--- src/rtl/band_corr_framer_pkg.sv ---
// Shared encodings for the band correlation framer: word-select codes for the
// four words of a correlation tuple, and the writer/reader state encodings.
package band_corr_framer_pkg;

   localparam logic [1:0] W_R11   = 2'd0;
   localparam logic [1:0] W_R22   = 2'd1;
   localparam logic [1:0] W_R12RE = 2'd2;
   localparam logic [1:0] W_R12IM = 2'd3;

   typedef enum logic [1:0] {
      WR_HUNT = 2'd0,
      WR_FILL = 2'd1,
      WR_DROP = 2'd2
   } wr_state_e;

   typedef enum logic {
      RD_IDLE   = 1'b0,
      RD_STREAM = 1'b1
   } rd_state_e;

endpackage

--- src/rtl/band_corr_framer_ram.sv ---
// Dual-bank simple dual-port tuple store: one tuple row per {bank, band},
// registered read data one cycle after the address.
module band_pingpong_ram
   import band_corr_framer_pkg::*;
#(
   parameter int DW = 32,
   parameter int AW = 3
) (
   input  logic            clk,
   input  logic            we,
   input  logic [AW-1:0]   waddr,
   input  logic [4*DW-1:0] wdata,
   input  logic [AW-1:0]   raddr,
   output logic [4*DW-1:0] rdata
);

   logic [4*DW-1:0] mem_q [2**AW];
   logic [4*DW-1:0] rdata_q;

   // tuple write and registered read
   always_ff @(posedge clk) begin
      if (we) begin
         mem_q[waddr] <= wdata;
      end
      rdata_q <= mem_q[raddr];
   end

   assign rdata = rdata_q;

endmodule

--- src/rtl/band_corr_framer.sv ---
// Captures one frame of per-band correlation tuples into a ping-pong buffer and
// streams complete frames as ready/valid words; overflowing frames are dropped.
module band_corr_framer
   import band_corr_framer_pkg::*;
#(
   parameter int DIN_WIDTH       = 32,
   parameter int BANDS           = 4,
   parameter int FRAME_CNT_WIDTH = 16,
   parameter int OVF_CNT_WIDTH   = 8,
   localparam int BW             = $clog2(BANDS)
) (
   input  logic                       clk,
   input  logic                       rst_n,
   input  logic [DIN_WIDTH-1:0]       r11,
   input  logic [DIN_WIDTH-1:0]       r22,
   input  logic [DIN_WIDTH-1:0]       r12_re,
   input  logic [DIN_WIDTH-1:0]       r12_im,
   input  logic                       din_valid,
   input  logic [BW-1:0]              band_number,
   input  logic                       clear_flags,
   output logic [DIN_WIDTH-1:0]       dout,
   output logic                       dout_valid,
   input  logic                       dout_ready,
   output logic [BW-1:0]              dout_band,
   output logic [1:0]                 dout_word,
   output logic                       dout_last,
   output logic [FRAME_CNT_WIDTH-1:0] dout_frame,
   output logic                       seq_err,
   output logic [OVF_CNT_WIDTH-1:0]   ovf_cnt
);

   localparam logic [BW-1:0]            ZERO_BAND = {BW{1'b0}};
   localparam logic [BW-1:0]            ONE_BAND  = BW'(1);
   localparam logic [BW-1:0]            LAST_BAND = BW'(BANDS - 1);
   localparam logic [OVF_CNT_WIDTH-1:0] OVF_ONE   = OVF_CNT_WIDTH'(1);
   localparam logic [OVF_CNT_WIDTH-1:0] OVF_MAX   = {OVF_CNT_WIDTH{1'b1}};

   wr_state_e                          wr_state_q, wr_state_d;
   logic                               wr_bank_q, wr_bank_d;
   logic [BW-1:0]                      exp_band_q, exp_band_d;
   logic [FRAME_CNT_WIDTH-1:0]         frame_cnt_q, frame_cnt_d;
   logic [1:0][FRAME_CNT_WIDTH-1:0]    tag_q, tag_d;
   logic [1:0]                         full_q, full_d;
   logic                               seq_err_q, seq_err_d;
   logic [OVF_CNT_WIDTH-1:0]           ovf_cnt_q, ovf_cnt_d;
   logic [1:0]                         set_s, rel_s;
   logic                               we_s;

   rd_state_e                          rd_state_q, rd_state_d;
   logic                               rd_bank_q, rd_bank_d;
   logic [BW-1:0]                      cur_band_q, cur_band_d;
   logic [1:0]                         cur_word_q, cur_word_d;
   logic [3:0][DIN_WIDTH-1:0]          row_q, row_d;
   logic [DIN_WIDTH-1:0]               dout_q, dout_d;
   logic                               dout_valid_q, dout_valid_d;
   logic                               dout_last_q, dout_last_d;
   logic [FRAME_CNT_WIDTH-1:0]         dout_frame_q, dout_frame_d;
   logic [BW:0]                        raddr_s;
   logic [3:0][DIN_WIDTH-1:0]          rdata_s;
   logic [3:0][DIN_WIDTH-1:0]          wdata_s;
   logic [1:0]                         nxt_word_s;
   logic [BW-1:0]                      nxt_band_s;

   assign wdata_s = {r12_im, r12_re, r22, r11};

   band_pingpong_ram #(
      .DW (DIN_WIDTH),
      .AW (BW + 1)
   ) u_ram (
      .clk   (clk),
      .we    (we_s),
      .waddr ({wr_bank_q, band_number}),
      .wdata (wdata_s),
      .raddr (raddr_s),
      .rdata (rdata_s)
   );

   // writer FSM, bank full flags and sticky error/overflow flags
   always_comb begin
      wr_state_d  = wr_state_q;
      wr_bank_d   = wr_bank_q;
      exp_band_d  = exp_band_q;
      frame_cnt_d = frame_cnt_q;
      tag_d       = tag_q;
      set_s       = 2'b00;
      we_s        = 1'b0;
      seq_err_d   = clear_flags ? 1'b0 : seq_err_q;
      ovf_cnt_d   = clear_flags ? {OVF_CNT_WIDTH{1'b0}} : ovf_cnt_q;
      if (din_valid) begin
         case (wr_state_q)
            WR_HUNT: begin
               if (band_number != ZERO_BAND) begin
                  wr_state_d = WR_HUNT;
               end else if (full_q[wr_bank_q] && !rel_s[wr_bank_q]) begin
                  wr_state_d = WR_DROP;
               end else begin
                  we_s       = 1'b1;
                  exp_band_d = ONE_BAND;
                  wr_state_d = WR_FILL;
               end
            end
            WR_FILL: begin
               if (band_number == exp_band_q) begin
                  we_s       = 1'b1;
                  exp_band_d = exp_band_q + ONE_BAND;
                  if (band_number == LAST_BAND) begin
                     set_s[wr_bank_q] = 1'b1;
                     tag_d[wr_bank_q] = frame_cnt_q;
                     frame_cnt_d      = frame_cnt_q + FRAME_CNT_WIDTH'(1);
                     wr_bank_d        = ~wr_bank_q;
                     wr_state_d       = WR_HUNT;
                  end else begin
                     wr_state_d = WR_FILL;
                  end
               end else if (band_number == ZERO_BAND) begin
                  // a fresh band 0 mid-frame restarts the same bank
                  seq_err_d  = 1'b1;
                  we_s       = 1'b1;
                  exp_band_d = ONE_BAND;
                  wr_state_d = WR_FILL;
               end else begin
                  seq_err_d  = 1'b1;
                  wr_state_d = WR_HUNT;
               end
            end
            WR_DROP: begin
               if (band_number == LAST_BAND) begin
                  if (clear_flags) begin
                     ovf_cnt_d = OVF_ONE;
                  end else if (ovf_cnt_q == OVF_MAX) begin
                     ovf_cnt_d = OVF_MAX;
                  end else begin
                     ovf_cnt_d = ovf_cnt_q + OVF_ONE;
                  end
                  wr_state_d = WR_HUNT;
               end else begin
                  wr_state_d = WR_DROP;
               end
            end
            default: wr_state_d = WR_HUNT;
         endcase
      end else begin
         wr_state_d = wr_state_q;
      end
      full_d = (full_q & ~rel_s) | set_s;
   end

   // reader FSM; raddr pre-fetches the row needed at the next band boundary
   always_comb begin
      rd_state_d   = rd_state_q;
      rd_bank_d    = rd_bank_q;
      cur_band_d   = cur_band_q;
      cur_word_d   = cur_word_q;
      row_d        = row_q;
      dout_d       = dout_q;
      dout_valid_d = dout_valid_q;
      dout_last_d  = dout_last_q;
      dout_frame_d = dout_frame_q;
      rel_s        = 2'b00;
      nxt_word_s   = cur_word_q + 2'd1;
      nxt_band_s   = cur_band_q + ONE_BAND;
      if (rd_state_q == RD_STREAM && cur_band_q != LAST_BAND) begin
         raddr_s = {rd_bank_q, nxt_band_s};
      end else if (rd_state_q == RD_STREAM) begin
         raddr_s = {~rd_bank_q, ZERO_BAND};
      end else begin
         raddr_s = {rd_bank_q, ZERO_BAND};
      end
      case (rd_state_q)
         RD_IDLE: begin
            if (full_q[rd_bank_q]) begin
               rd_state_d   = RD_STREAM;
               cur_band_d   = ZERO_BAND;
               cur_word_d   = W_R11;
               row_d        = rdata_s;
               dout_d       = rdata_s[0];
               dout_valid_d = 1'b1;
               dout_last_d  = 1'b0;
               dout_frame_d = tag_q[rd_bank_q];
            end else begin
               rd_state_d = RD_IDLE;
            end
         end
         RD_STREAM: begin
            if (dout_valid_q && dout_ready) begin
               if (cur_word_q != W_R12IM) begin
                  cur_word_d  = nxt_word_s;
                  dout_d      = row_q[nxt_word_s];
                  dout_last_d = (cur_band_q == LAST_BAND) && (nxt_word_s == W_R12IM);
               end else if (cur_band_q != LAST_BAND) begin
                  cur_band_d = nxt_band_s;
                  cur_word_d = W_R11;
                  row_d      = rdata_s;
                  dout_d     = rdata_s[0];
               end else begin
                  rel_s[rd_bank_q] = 1'b1;
                  rd_bank_d        = ~rd_bank_q;
                  if (full_q[~rd_bank_q]) begin
                     cur_band_d   = ZERO_BAND;
                     cur_word_d   = W_R11;
                     row_d        = rdata_s;
                     dout_d       = rdata_s[0];
                     dout_last_d  = 1'b0;
                     dout_frame_d = tag_q[~rd_bank_q];
                  end else begin
                     rd_state_d   = RD_IDLE;
                     dout_valid_d = 1'b0;
                     dout_last_d  = 1'b0;
                  end
               end
            end else begin
               rd_state_d = RD_STREAM;
            end
         end
         default: rd_state_d = RD_IDLE;
      endcase
   end

   // writer-side state registers
   always_ff @(posedge clk or negedge rst_n) begin
      if (!rst_n) begin
         wr_state_q  <= WR_HUNT;
         wr_bank_q   <= 1'b0;
         exp_band_q  <= ZERO_BAND;
         frame_cnt_q <= {FRAME_CNT_WIDTH{1'b0}};
         tag_q       <= '0;
         full_q      <= 2'b00;
         seq_err_q   <= 1'b0;
         ovf_cnt_q   <= {OVF_CNT_WIDTH{1'b0}};
      end else begin
         wr_state_q  <= wr_state_d;
         wr_bank_q   <= wr_bank_d;
         exp_band_q  <= exp_band_d;
         frame_cnt_q <= frame_cnt_d;
         tag_q       <= tag_d;
         full_q      <= full_d;
         seq_err_q   <= seq_err_d;
         ovf_cnt_q   <= ovf_cnt_d;
      end
   end

   // reader-side state and registered output word
   always_ff @(posedge clk or negedge rst_n) begin
      if (!rst_n) begin
         rd_state_q   <= RD_IDLE;
         rd_bank_q    <= 1'b0;
         cur_band_q   <= ZERO_BAND;
         cur_word_q   <= W_R11;
         row_q        <= '0;
         dout_q       <= {DIN_WIDTH{1'b0}};
         dout_valid_q <= 1'b0;
         dout_last_q  <= 1'b0;
         dout_frame_q <= {FRAME_CNT_WIDTH{1'b0}};
      end else begin
         rd_state_q   <= rd_state_d;
         rd_bank_q    <= rd_bank_d;
         cur_band_q   <= cur_band_d;
         cur_word_q   <= cur_word_d;
         row_q        <= row_d;
         dout_q       <= dout_d;
         dout_valid_q <= dout_valid_d;
         dout_last_q  <= dout_last_d;
         dout_frame_q <= dout_frame_d;
      end
   end

   assign dout       = dout_q;
   assign dout_valid = dout_valid_q;
   assign dout_band  = cur_band_q;
   assign dout_word  = cur_word_q;
   assign dout_last  = dout_last_q;
   assign dout_frame = dout_frame_q;
   assign seq_err    = seq_err_q;
   assign ovf_cnt    = ovf_cnt_q;

endmodule

--- config.mk ---
export PLATFORM = sky130hd
export DESIGN_NAME = band_corr_framer
export DESIGN_NICKNAME = d
export VERILOG_FILES = /design/src/rtl/band_corr_framer_pkg.sv /design/src/rtl/band_corr_framer_ram.sv /design/src/rtl/band_corr_framer.sv
export SDC_FILE = /design/constraint.sdc
export NUM_CORES = 1
export LEC_CHECK = 0
export ABC_AREA = 0
export BUFFER_PORTS_ARGS = -buffer_cell sky130_fd_sc_hd__buf_2
export CAP_MARGIN = 20
export CORE_ASPECT_RATIO = 1.2
export CORE_MARGIN = 5
export CORE_UTILIZATION = 50
export CTS_CLUSTER_DIAMETER = 40
export CTS_CLUSTER_SIZE = 25
export DETAILED_ROUTE_END_ITERATION = 10
export MAX_ROUTING_LAYER = met4
export PLACE_DENSITY = 0.74
export RECOVER_POWER = 100
export SLEW_MARGIN = 20
export SYNTH_ARGS = -nofsm -noshare
export SYNTH_HDL_FRONTEND = slang
export SYNTH_SLANG_ARGS = --single-unit
export TNS_END_PERCENT = 5
--- constraint.sdc ---
create_clock -name clk -period 23.9 [get_ports clk]
set_clock_uncertainty 0.2 [all_clocks]
set_input_delay 4.78 -clock clk [delete_from_list [all_inputs] [get_ports clk]]
set_output_delay 4.78 -clock clk [all_outputs]
set_load 0.1 [all_outputs]
==> impl_metrics.py <==
metrics = {
    "status": {
        "outcome": "finished with violations",
        "violations": "max-capacitance violations, max-slew violations",
    },
    "global_route": {
        "grt_pass1_vias": 26400,
        "overflow": 0,
        "grt_max_degree": 167,
        "antenna_found_initial": 21,
        "grt_usage_pct": 21.6,
        "grt_pass1_wl_mm": 175,
    },
    "synth": {
        "yosys_register_bits": 1400,
        "synth-main-ff-cell": "edfxtp_1",
        "syn-num-nets": 2818,
        "synth_top_area_share_pct": 58.8,
        "synth_top_area_cell": "edfxtp_1",
        "syn-instance-count": 2678,
        "ys_seq_area_share_pct": 75.6,
        "synth_commonest_cells": "edfxtp_1 (1024), mux2_2 (388), o22ai_1 (258), dfrtp_1 (248), mux4_2 (160)",
        "synthDistinctLibCells": 52,
        "syn_area_sq_mm": 0.0523,
        "synth_edf_count": 1024,
        "ys_async_sr_fraction_pct": 17.7,
        "synthTopCellsByArea": "edfxtp_1 (59%), dfrtp_1 (12%), mux2_2 (8.4%)",
        "yosys_warnings": 0,
        "synth_most_common_cell": "edfxtp_1",
        "synth.avg_cell_area_sq_um": 19.5,
    },
    "cts": {
        "cts-buffers-inserted": 116,
        "clock_path_buffers": 3,
        "cts_hold_buf": 0,
        "post_cts_resized": 0,
        "htreeDepth": 3,
        "cts_tree": "built",
        "cts_setup_buffers": 0,
        "insertion_delay_ns": 0.71,
        "clk_pin_slew_ns": 0.08,
        "cts_root_buf": "clkbuf_16",
        "clock_sinks": 1400,
    },
    "run": {
        "maxCapViolations": 16,
    },
    "detailed_routing": {
        "num_vias": 25900,
        "route.detailed.wl_per_inst_um": 27.2,
        "drc": 0,
        "viasPerCell": 5.94,
        "first_pass_iters": 5,
        "drtIter0Drc": 2417,
        "postRouteAntennaNets": 0,
        "wl_mm": 119,
    },
    "sta": {
        "slew_viol_final": 1596,
        "min_period_over_period_pct": 61.6,
        "fmax_mhz": 68.0,
        "worst_pin_slew_ns": 10.97,
        "timing.final.ws_setup_ns": 9.19,
        "report.final.setup_viol": 0,
        "rsz0062_at_grt": "false",
        "finalCriticalPeriod_ns": 14.71,
        "hold_viol_final": 0,
        "max_slew_margin_pct": -631,
    },
    "finish": {
        "fill_cells": 7624,
        "final_nets": 3002,
        "drive_gt1_share_pct": 24.3,
        "area_growth_pct": 12.0,
        "stdcell_count": 4366,
        "utilization_pct": 56.2,
    },
    "floorplan": {
        "dieArea_sq_mm": 0.111,
        "dieHeight_um": 364,
        "rows": 130,
        "die_w_um": 305,
        "io_pins": 198,
        "core_sq_mm": 0.104,
        "initial_core_util_pct": 50.2,
    },
    "place": {
        "io_buffers": 197,
        "numPlacedInstances": 4129,
        "routabilityCongestion": 0.811,
        "dp_hpwl_mm": 67.4,
        "place_ws_ns": 15.90,
    },
    "worst_setup_path": {
        "crit_fanout": 144,
        "critPathRequiredTime_ns": 24.30,
        "endpoint_kind": "flip-flop",
        "cp.arrival_ns": 15.12,
        "worst_setup_path_start_kind": "input pin",
        "critical_path_class": "input pin to flip-flop",
    },
    "hold_path": {
        "min_path_type": "flip-flop to flip-flop",
    },
    "power_and_ir_drop": {
        "power_leakage_nw": 19.8,
        "power_density_mw_per_mm2": 144,
        "vdd_drop_max_v": 0.000256,
    },
}
==> power breakdown <==
| group | switching, mW | total (mW) | internal (mW) |
|---|---|---|---|
| clock | 0.948 | 2.06 | 1.11 |
| combinational | 1.66 | 3.12 | 1.46 |
| sequential | 0.272 | 3.25 | 2.98 |
| total | 2.88 | 8.43 | 5.55 |
==> flip-flops by register name, summed over array words and instances (netlist names), 2 cells and up <==
name and count:
exp_band_q 2, wr_state_q 2, u_ram.mem_q 1024, dout_frame 16
full_q 2, ovf_cnt 8, dout 32, row_q 128
dout_word 2, u_ram.rdata 128, dout_band 2, frame_cnt_q 16
tag_q 32
==> cells in the final DEF, fill, tap and decap left out, drive strengths merged, types with 5 or more instances in the layout <==
master | synthesis | final
edfxtp | 1024 | 1024
mux2 | 388 | 388
clkbuf | 70 | 339
o22ai | 258 | 258
dfrtp | 248 | 248
mux4 | 160 | 160
mux2i | 133 | 133
dfxtp | 128 | 128
inv | 12 | 50
clkinv | 1 | 29
nor2 | 23 | 23
nand2 | 22 | 22
buf | 88 | 16
nand3 | 15 | 15
diode | 0 | 14
clkinvlp | 0 | 14
nor3 | 13 | 13
xnor2 | 12 | 12
o21ai | 11 | 11
bufinv | 0 | 11
xor2 | 9 | 9
nand4 | 6 | 6
a21oi | 6 | 6
a211oi | 5 | 5
ha | 5 | 5
==> worst max-delay path, cell delays in order <==
cell       delay [ns]
clkbuf_1         0.43
and3_1           0.36
nand2_1          0.14
a2111oi_0        0.66
clkbuf_1         7.48
mux2_2           1.15
==> cells by family after synthesis <==
kind of cell	Yosys count	share of synthesized area, %
mux	681	17.8
simple gates	97	0.909
buf+inv	171	1.56
compound gates	303	3.72
flops	1400	75.6
fa+ha+maj	5	0.120
xor+xnor	21	0.352
==> area by class of cell <==
class	instances	area (sq um)	share of cell area, %
antenna	14	35.0	0.0598
clock buffer	131	3110	5.31
clock inverter	91	1180	2.01
inverter	13	56.3	0.0961
multi-input combinational	1107	12000	20.5
sequential	1400	39500	67.5
tap	1386	1730	2.96
timing repair buffer	224	942	1.61
==> metrics by stage <==
stage	hold WS [ns]	TNS [ns]	cell area, sq um	total power [mW]
final	0.268	0	58600	8.43
after global routing	0.275	0	58500	8.78
after CTS	0.267	0	59000	8.37
after detailed placement	0.247	0	54700	6.30
after global placement	0.248	0	54700	6.23
after floorplan	0.239	-370.35	52300	5.43
==> layer usage <==
metal | global-route usage (%) | wire length, um | share of wire, %
met1 | 28.4 | 47400 | 40
met2 | 36.5 | 61300 | 52
met3 | 2.86 | 7210 | 6.1
met4 | 5.17 | 2980 | 2.5
met5 | - | 0 | 0
==> final timing paths <==
check                            startpoint                 end  slack [ns]  cells past startpoint
max                          band_number[0]           tag_q[31]        9.19                      6
min                        u_ram.rdata[122]          row_q[122]        0.27                      1
max reg2reg                    dout_word[0]  u_ram.mem_q[2][84]       12.89                      7
min reg2reg                u_ram.rdata[122]          row_q[122]        0.27                      1
max in group asynchronous             rst_n        dout_word[0]       13.41                      1
min in group asynchronous             rst_n             dout[4]        6.17                      1
No activity file was read; power rests on OpenSTA's default activity.
